**config.mk**
```make
export PLATFORM = sky130hd
export DESIGN_NAME = mem_initiator_cache
export DESIGN_NICKNAME = d
export VERILOG_FILES = /design/src/rtl/mem_initiator_cache.sv
export SDC_FILE = /design/constraint.sdc
export NUM_CORES = 1
export LEC_CHECK = 0
export ABC_AREA = 1
export CAP_MARGIN = 20
export CORE_MARGIN = 10
export CORE_UTILIZATION = 54
export CTS_CLUSTER_DIAMETER = 40
export DETAILED_ROUTE_END_ITERATION = 12
export PLACE_DENSITY_LB_ADDON = 0.25
export SLEW_MARGIN = 0
export SYNTH_ARGS = -nofsm -noshare
export SYNTH_HDL_FRONTEND = slang
export SYNTH_SLANG_ARGS = --single-unit
```
**constraint.sdc**
```tcl
create_clock -name clk -period 3.3 [get_ports clk]
set_input_delay 0.99 -clock clk [delete_from_list [all_inputs] [get_ports clk]]
set_output_delay 0.99 -clock clk [all_outputs]
set_load 0.005 [all_outputs]
```
**src/rtl/mem_initiator_cache.sv**
```systemverilog
// Requester-side controller for the negative-edge main memory, with a direct-mapped,
// write-through, no-write-allocate word cache in front of it.
module mem_initiator_cache #(
  parameter int AWIDTH = 9,
  parameter int DWIDTH = 32,
  parameter int LINES  = 16
) (
  input  logic              clk,
  input  logic              reset_n,
  input  logic              cpu_rd,
  input  logic              cpu_wr,
  input  logic [AWIDTH-1:0] cpu_addr,
  input  logic [DWIDTH-1:0] cpu_wdata,
  output logic              cpu_busy,
  output logic              cpu_ack,
  output logic [DWIDTH-1:0] cpu_rdata,
  output logic              rd_mem,
  output logic              wr_mem,
  output logic [AWIDTH-1:0] addr_mem,
  output logic [DWIDTH-1:0] mem_wdata,
  input  logic [DWIDTH-1:0] mem_rdata,
  input  logic              ready_mem,
  output logic [15:0]       hit_count,
  output logic [15:0]       miss_count
);

  localparam int IW = $clog2(LINES);
  localparam int TW = AWIDTH - IW;

  typedef enum logic [1:0] {IDLE, WAIT_MEM, MEM_RD, MEM_WR} state_t;

  state_t            state;
  logic [LINES-1:0]  valid;
  logic [TW-1:0]     tag_arr  [LINES];
  logic [DWIDTH-1:0] data_arr [LINES];

  logic              req_wr;
  logic [AWIDTH-1:0] req_addr;
  logic [DWIDTH-1:0] req_wdata;

  logic [IW-1:0] cpu_idx, req_idx;
  logic [TW-1:0] cpu_tag, req_tag;
  logic          lookup_hit, store_hit;

  assign cpu_idx    = cpu_addr[IW-1:0];
  assign cpu_tag    = cpu_addr[AWIDTH-1:IW];
  assign req_idx    = req_addr[IW-1:0];
  assign req_tag    = req_addr[AWIDTH-1:IW];
  assign lookup_hit = valid[cpu_idx] && (tag_arr[cpu_idx] == cpu_tag);
  assign store_hit  = (state == IDLE) && cpu_wr && lookup_hit;
  assign cpu_busy   = (state != IDLE);

  always_ff @(posedge clk or negedge reset_n) begin
    if (!reset_n) begin
      state      <= IDLE;
      valid      <= '0;
      rd_mem     <= 1'b0;
      wr_mem     <= 1'b0;
      cpu_ack    <= 1'b0;
      addr_mem   <= '0;
      mem_wdata  <= '0;
      cpu_rdata  <= '0;
      hit_count  <= '0;
      miss_count <= '0;
      req_wr     <= 1'b0;
      req_addr   <= '0;
      req_wdata  <= '0;
    end else begin
      rd_mem  <= 1'b0;
      wr_mem  <= 1'b0;
      cpu_ack <= 1'b0;
      case (state)
        IDLE: begin
          // Store wins when both requests are raised together.
          if (cpu_wr) begin
            req_wr    <= 1'b1;
            req_addr  <= cpu_addr;
            req_wdata <= cpu_wdata;
            if (ready_mem) begin
              state     <= MEM_WR;
              wr_mem    <= 1'b1;
              addr_mem  <= cpu_addr;
              mem_wdata <= cpu_wdata;
            end else begin
              state <= WAIT_MEM;
            end
          end else if (cpu_rd) begin
            if (lookup_hit) begin
              cpu_rdata <= data_arr[cpu_idx];
              cpu_ack   <= 1'b1;
              if (hit_count != '1) hit_count <= hit_count + 16'd1;
            end else begin
              if (miss_count != '1) miss_count <= miss_count + 16'd1;
              req_wr   <= 1'b0;
              req_addr <= cpu_addr;
              if (ready_mem) begin
                state    <= MEM_RD;
                rd_mem   <= 1'b1;
                addr_mem <= cpu_addr;
              end else begin
                state <= WAIT_MEM;
              end
            end
          end
        end
        WAIT_MEM: begin
          if (ready_mem) begin
            addr_mem <= req_addr;
            if (req_wr) begin
              state     <= MEM_WR;
              wr_mem    <= 1'b1;
              mem_wdata <= req_wdata;
            end else begin
              state  <= MEM_RD;
              rd_mem <= 1'b1;
            end
          end
        end
        MEM_RD: begin
          cpu_rdata      <= mem_rdata;
          cpu_ack        <= 1'b1;
          valid[req_idx] <= 1'b1;
          state          <= IDLE;
        end
        MEM_WR: begin
          cpu_ack <= 1'b1;
          state   <= IDLE;
        end
        default: state <= IDLE;
      endcase
    end
  end

  // Tag/data arrays need no reset: the valid bits qualify every lookup.
  always_ff @(posedge clk) begin
    if (state == MEM_RD) begin
      tag_arr[req_idx]  <= req_tag;
      data_arr[req_idx] <= mem_rdata;
    end else if (store_hit) begin
      data_arr[cpu_idx] <= cpu_wdata;
    end
  end

endmodule

```
==> results.txt, run 1 <==
* Horizontal die dimension: 263 µm
* Timing endpoint of the critical path: cpu_busy
- Counting flops with an async set or reset pin after synthesis yields a share of 0.221.
- Vias after detailed routing: about 23k
* Buf/Inv on CP: 3
- Sequential fraction of design power: 0.436
* Unrepaired setup endpoints after global routing: no
* CTS Sinks: 760
- Leakage power summed over all cells: between 15 and 20 nW
* Most frequent cells after synthesis: edfxtp_1, nand2_1, o21ai_0, nor2_1, inv_1
- Overall track demand over capacity in global routing: 0.250
- DRC viols: 0
- Yosys printed 0 warnings.
* Fraction of layout cells with a size suffix above 1: 0.123
* Leading cell types by total area after synthesis: edfxtp_1, dfrtp_1, o21ai_0, nand2_1, nor2_1
* Overall overflow remaining after global route: 0
- Counting every net in the synthesized netlist gives 2932.
- Buffers placed on the I/O ports in this run total 186.
- Class of the most critical hold timing path: in2async
* Cell variety after synth: 36
* #FFs+latches synth: 760
- The worst register-to-register path begins at tag_arr[15][2].
* Max Slew Vio Count: 0
* Post-route worst hold slack: about 0.26 ns
- Crit-path max FO: 12
- Worst Path Class, Setup: reg2out
- Largest area contributor in the netlist: edfxtp_1
* Final period demand of the worst path: approximately 3.1 ns
- The initial antenna violation count is 0.
- The final layout contains routed wiring with a total length of between 80000 and 90000 µm.
* Cell area after synthesis: 31800 µm²
- Total number of H-tree levels: 3
- Reg2reg setup slack: ~0.42 ns
* Critical Path, Cell by Cell: nor2_1 > buf_4 > inv_1 > clkdlybuf4s50_1
- Number of buffers between clock root and the deepest sink: 3
* Core Area: 58000 µm²
- Transition time at the pin with the least slew margin: about 0.77 ns
* Vias in the first global route: approximately 23k
- Post-CTS setup-driven buffer insertion count: 0
* Kind of end point of the critical path: output port
- FF/Latch Area: roughly 22000 µm²
* Path length in cells of the critical path: 4
- Worst-case setup slack after placement: -0.359 ns
- Share of power burned in the clock network: 0.408
- The detail route stage leaves a number of antenna-violating nets equal to 0.
- Setup violations remaining at the end of the flow were counted as 0.
- Post-CTS repair changed the size of 0 cells.
- Worst Slack Setup Final: between 0.15 and 0.2 ns
* Length of the first detailed-routing pass in iterations: 7
* Net switching power figure: 7.59 mW
- Clock Skews: approximately 0.035 ns
* Number of cells on the worst reg-to-reg path: 13
- The share of total power dissipated in combinational logic is 0.156.
- The synthesized design contains approximately 590 enable-type register cells.
- WL per Instance: 22.1 µm
- Slowest CP cell: clkdlybuf4s50_1
* Count of maximum capacitance violations: 0
- Row generation in the floorplan step produced 88 rows.
* CTS root buffer: clkbuf_16
- Share of the synthesized area in the top cell type: 0.558
- Power density normalized to cell area: about 700 nW/µm²
* Crit-path leading delay family: buffers and inverters
* IR drop worst, VDD: between 0.5 and 0.6 mV
- The multi-input combinational cells in the finished layout cover a total of roughly 8500 µm².
- Measured against its own limit, the worst slew margin works out to 0.484.
- between 150 and 200 I/O pins were placed.
* Cell-internal power: slightly above 20 mW
* Clock tree from TritonCTS: done
* FF-to-FF End: data_arr[1][25]
* Max Fclk: 318 MHz
- Global-route wire length before repair: roughly 140000 µm
* Final nets: 3208
* Initial Util: 0.549
- Required time at the worst-slack endpoint: about 2.3 ns
- Entering global routing, the biggest net connects between 150 and 200 pins.
- Slowest Stage Delay on Critical Path: roughly 0.56 ns
- Number of inserted diodes: 0
* Timing startpoint of the critical path: state[0]
- Number of DRC markers in iteration 0: 2319
- Ratio of final minimum period to clock period: 0.952
- Area of the die: between 60000 and 70000 µm²
- Run status: complete, no violations
* Clock transition at the registers of the reported paths: around 0.050 ns
- Vias per inst: roughly 6
- Element type at the critical path start: flop
- Routability-driven placement finished with a final weighted congestion of 0.865.
* Synthesized instance count: between 2k and 3k
- Most frequent cell after synthesis: edfxtp_1
* Hold violation count in the final report: 0
- The wire-length estimate of the detail-placed layout is 56700 µm.
- Filler Cells Inserted: slightly above 4k
- Of the total power, the share spent switching nets is 0.274.
- Later-pin clock latency in the skew report: around 0.66 ns
* Signal arrival time at the worst endpoint: approximately 2.2 ns
- Proportion of synthesized chip area in sequential cells: 0.690
- Main synth FF type: edfxtp_1
- Compared with the post-synthesis result, the final layout area differs by 25.0%.
* Mean Syn Cell Area: between 10 and 15 µm²
- From bottom edge to top edge, the die measures ~260 µm.
- TritonCTS created 103 clock buffers.
* CTS Hold Buffers Added: 0
## layer usage
| layer | up-vias | global-route usage | share of wire |
|---|---|---|---|
| met1 | 11459 | 0.310 | 0.38 |
| met4 | 0 | 0.103 | 0.041 |
| met2 | 1040 | 0.428 | 0.51 |
| met3 | 196 | 0.0421 | 0.069 |
| met5 | - | 0 | 0 |
| li1 | 10618 | - | - |
## flip-flops by register name, summed over array words and instances (netlist names), 2 cells and up
name / count
mem_wdata: 32
req_wdata: 32
hit_count: 16
data_arr: 512
req_addr: 9
state: 2
addr_mem: 9
cpu_rdata: 32
valid: 16
tag_arr: 80
miss_count: 16
## cell usage in the layout (no fill, tap or decap), types with 22 or more instances in the layout
cell type        netlist  final
nor2_1               351    331
buf_12                 0     70
edfxtp_1             592    592
nand3_1              147    142
nor2_4                 2     22
clkbuf_16              0    105
buf_4                  6     92
o21ai_1               48     79
o21ai_0              387    356
dfrtp_1              168    168
clkdlybuf4s50_1        0    181
a21oi_1               37     37
inv_1                209    208
o221ai_1             111    111
o21a_1                33     33
nand2_1              476    473
## final cells by class
type,count,area share
Sequential cell,760,0.553
Inverter,215,0.0206
Multi-Input combinational cell,1702,0.214
Tap cell,765,0.0241
Clock buffer,110,0.0673
Clock inverter,83,0.0230
Timing Repair Buffer,346,0.0989
## cell families (layout without fill, tap and decap cells)
kind of cell / count (synthesis) / count (layout) / share of synthesized area
simple gates: 1026 / 1026 / 0.132
flops: 760 / 760 / 0.690
compound gates: 651 / 651 / 0.120
buf+inv: 390 / 754 / 0.0504
xor+xnor: 23 / 23 / 0.00633
fa+ha+maj: 2 / 2 / 0.000786
## worst reg2reg max path: stages, from the launching register on
cell	delay [ns]
edfxtp_1	0.37
or2_2	0.30
nand2_1	0.07
nand3_1	0.09
nand3_1	0.13
nand2_1	0.08
nand2_1	0.08
nand2_1	0.05
nor2_1	0.19
nand4_4	0.19
o21ai_1	0.36
nand2_2	0.24
nor2_4	0.18
buf_4	0.22
## power by group through the flow
stage	clock network (mW)	registers (mW)	logic (mW)
2_1_floorplan	0	12.1	2.04
3_3_place_gp	0	12.2	4.22
3_5_place_dp	0	12.3	4.32
4_1_cts	11.4	12.1	4.36
5_1_grt	11.9	12.2	4.73
6_report	11.3	12.1	4.33
## how the worst min path moves through the flow
stage | end | slack, ns | cells past startpoint
2_1_floorplan | valid[0] | 0.43 | 2
3_3_place_gp | valid[11] | 0.44 | 2
3_5_place_dp | valid[2] | 0.45 | 2
4_1_cts | addr_mem[8] | 0.28 | 1
5_1_grt | addr_mem[8] | 0.27 | 1
6_report | addr_mem[8] | 0.26 | 1
## per-stage QoR
stage          utilization  area (µm²)  std cells  power (mW)  setup TNS, ns
2_1_floorplan            -       32100       2852        14.1         -62.47
3_3_place_gp         0.624       36200       3788        16.5        -157.50
3_5_place_dp         0.624       36200       3788        16.6        -202.70
4_1_cts              0.686       39800       3981        27.9              0
5_1_grt              0.686       39800       3981        28.8              0
6_report             0.686       39800       3981        27.7              0
Note: power is estimated with default switching activity, not from simulation.
==> run 2, diff against run 1 <==
--- a/config.mk
+++ b/config.mk
@@ -11,6 +11,7 @@
 export CORE_UTILIZATION = 54
 export CTS_CLUSTER_DIAMETER = 40
 export DETAILED_ROUTE_END_ITERATION = 12
+export HOLD_SLACK_MARGIN = 0.1
 export PLACE_DENSITY_LB_ADDON = 0.25
 export SLEW_MARGIN = 0
 export SYNTH_ARGS = -nofsm -noshare
==> results of run 2 <==
Same layout as run 1: the final DEF is identical, and so are final timing and power.
==> run 3, diff against run 2 <==
--- a/config.mk
+++ b/config.mk
@@ -8,7 +8,7 @@
 export ABC_AREA = 1
 export CAP_MARGIN = 20
 export CORE_MARGIN = 10
-export CORE_UTILIZATION = 54
+export CORE_UTILIZATION = 45
 export CTS_CLUSTER_DIAMETER = 40
 export DETAILED_ROUTE_END_ITERATION = 12
 export HOLD_SLACK_MARGIN = 0.1
==> results.txt, run 3 (synthesis gave the netlist of run 1 again) <==
- Non-filler instance count after layout: around 4.2k
* Die boundary height: roughly 290 µm
- The initial antenna violation count was 0.
- Unrepaired setup endpoints after global routing: no
- Count of maximum capacitance violations: 0
- Timing analysis after detailed placement gives a worst setup slack of -0.375 ns.
- Overall track demand over capacity in global routing: 0.222
- TritonCTS built the clock tree.
* Final period demand of the worst path: between 3 and 4 ns
* Leakage power summed over all cells: 15.2 nW
- CTS Hold Buffers Added: 0
- Headroom to the max-slew limit came out at 0.326.
- Run status: complete, no violations
- After clock tree synthesis, the clock-pin slew on the worst setup and hold paths is 0.05 ns.
- Initial Util: 0.455
- CTS resizes: 0
* Later-pin clock latency in the skew report: between 0.6 and 0.7 ns
- For this run, the top clock speed supported by timing is ~320 MHz.
* Number of buffers between clock root and the deepest sink: 3
- Power density normalized to cell area: between 700 and 800 nW/µm²
- In the final layout, the multi-input gates occupy approximately 8500 µm².
- On the final layout, the worst hold slack is 0.302 ns.
- Routability Congestion: 0.952
- Dpl hpwl: roughly 60000 µm
* Commonest non-fill, non-tap cells in the layout: edfxtp_1, nand2_1, o21ai_0
- Vias per inst: 5.57
- 0 antenna diodes ended up in the layout.
- Row count: between 90 and 100
* Most common cell after layout, fill and taps aside: edfxtp_1
- Measured in cells, the most critical reg-to-reg path has a length of 16.
* Clock Skews: 0.0371 ns
- Worst Path Class, Setup: reg2out
- The H-tree was split into 3 levels.
- In this run the count of I/O pins placed on the die edge is 187.
* Transition time at the pin with the least slew margin: 1.01 ns
- Vias in the first global route: 22.8k
* Core Area: about 70000 µm²
* Number of buffers created by CTS: 108
- IO buf count: 186
- Hold violation count in the final report: 0
* Worst Slack Setup Final: about 0.21 ns
- The detailed router placed about 23k vias in this run.
* Wire length reported by the detailed router: 92600 µm
* FF/Latch Area: 22000 µm²
* Registers with the most flip-flops: data_arr: 512 flops, tag_arr: 80 flops
* Required time at the worst-slack endpoint: roughly 2.3 ns
- VDD sags by at most ~0.61 mV.
- Entering global routing, the biggest net connects between 150 and 200 pins.
- WL per Instance: ~22 µm
- The die is ~290 µm wide.
- Of the available clock period, the critical path in the final layout requires 0.937.
- STA classifies the critical path endpoint as an output port.
* Class of the most critical hold timing path: in2async
* Crit-path max FO: 12
- Global-route wire length before repair: 140000 µm
- Filler Cells Inserted: between 5k and 6k
- Counting flops per register, the top entry is data_arr.
- The number of setup buffers added after CTS is 0.
- The die covers around 82000 µm².
- The pre-antenna-repair detailed-routing pass consisted of 8 iterations.
- After routing, the total negative slack on setup checks comes to 0 ns.
* Overall power: between 20 and 30 mW
- Setup violations remaining at the end of the flow were counted as 0.
* CTS root buffer: clkbuf_16
- Antenna-violating nets left: 0
- Data on the critical path arrives at its endpoint at approximately 2.1 ns.
* CTS Sinks: 760
* Number of placed instances with taps included: roughly 4k
- In the routed design, unresolved DRC markers number 0.
- Final nets: 3229
- In this run, the number of DRC markers left after iteration 0 of detailed routing was about 2.4k.
- Synth-to-Final Area Change: 27.1%
* Max Slew Vio Count: 0
* Element type at the critical path start: flop
* Fraction of layout cells with a size suffix above 1: 0.128
- The register with the most flip-flops in the layout has between 500 and 600 of them.
- Overall overflow remaining after global route: 0
[run 3: area by class of cell]
| type | instances | share of cell area |
|---|---|---|
| Sequential cell | 760 | 0.543 |
| Multi-Input combinational cell | 1702 | 0.210 |
| Timing Repair Buffer | 362 | 0.103 |
| Clock buffer | 125 | 0.0707 |
| Tap cell | 940 | 0.0291 |
| Clock inverter | 81 | 0.0239 |
| Inverter | 215 | 0.0203 |
[run 3: worst max-delay path, stage by stage (launching register included)]
cell and delay (ns):
dfrtp_1 0.45, nor2_1 0.08, buf_4 0.18, inv_1 0.18
clkdlybuf4s50_1 0.55
[run 3: layer usage]
metal / routed length, µm / global-route usage
met1: 37500 / 0.287
met2: 46400 / 0.379
met3: 6230 / 0.0350
met4: 2510 / 0.0705
met5: 0 / 0
[run 3: path summary, 6_finish.rpt]
check                               startpoint         endpoint  slack [ns]
max in group asynchronous              reset_n      req_addr[1]        2.31
worst max-delay path                  state[0]         cpu_busy        0.21
worst min register to register        valid[3]         valid[3]        0.46
min in group clk                      valid[3]         valid[3]        0.46
worst min-delay path                   reset_n     hit_count[9]        0.30
worst max register to register  tag_arr[15][2]  data_arr[3][29]        0.47
[run 3: power by group]
part           switching [mW]  total (mW)  internal, mW
Combinational            2.48        4.42          1.94
Clock                    4.58        12.0          7.39
Sequential              0.683        12.1          11.4
Total                    7.74        28.5          20.8
[run 3: through the flow]
| stage | util | cell area, µm² |
|---|---|---|
| after global placement | 0.523 | 36600 |
| after CTS | 0.578 | 40500 |
| after floorplan | - | 32100 |
| final | 0.578 | 40500 |
| after detailed placement | 0.523 | 36600 |
| after global routing | 0.578 | 40500 |
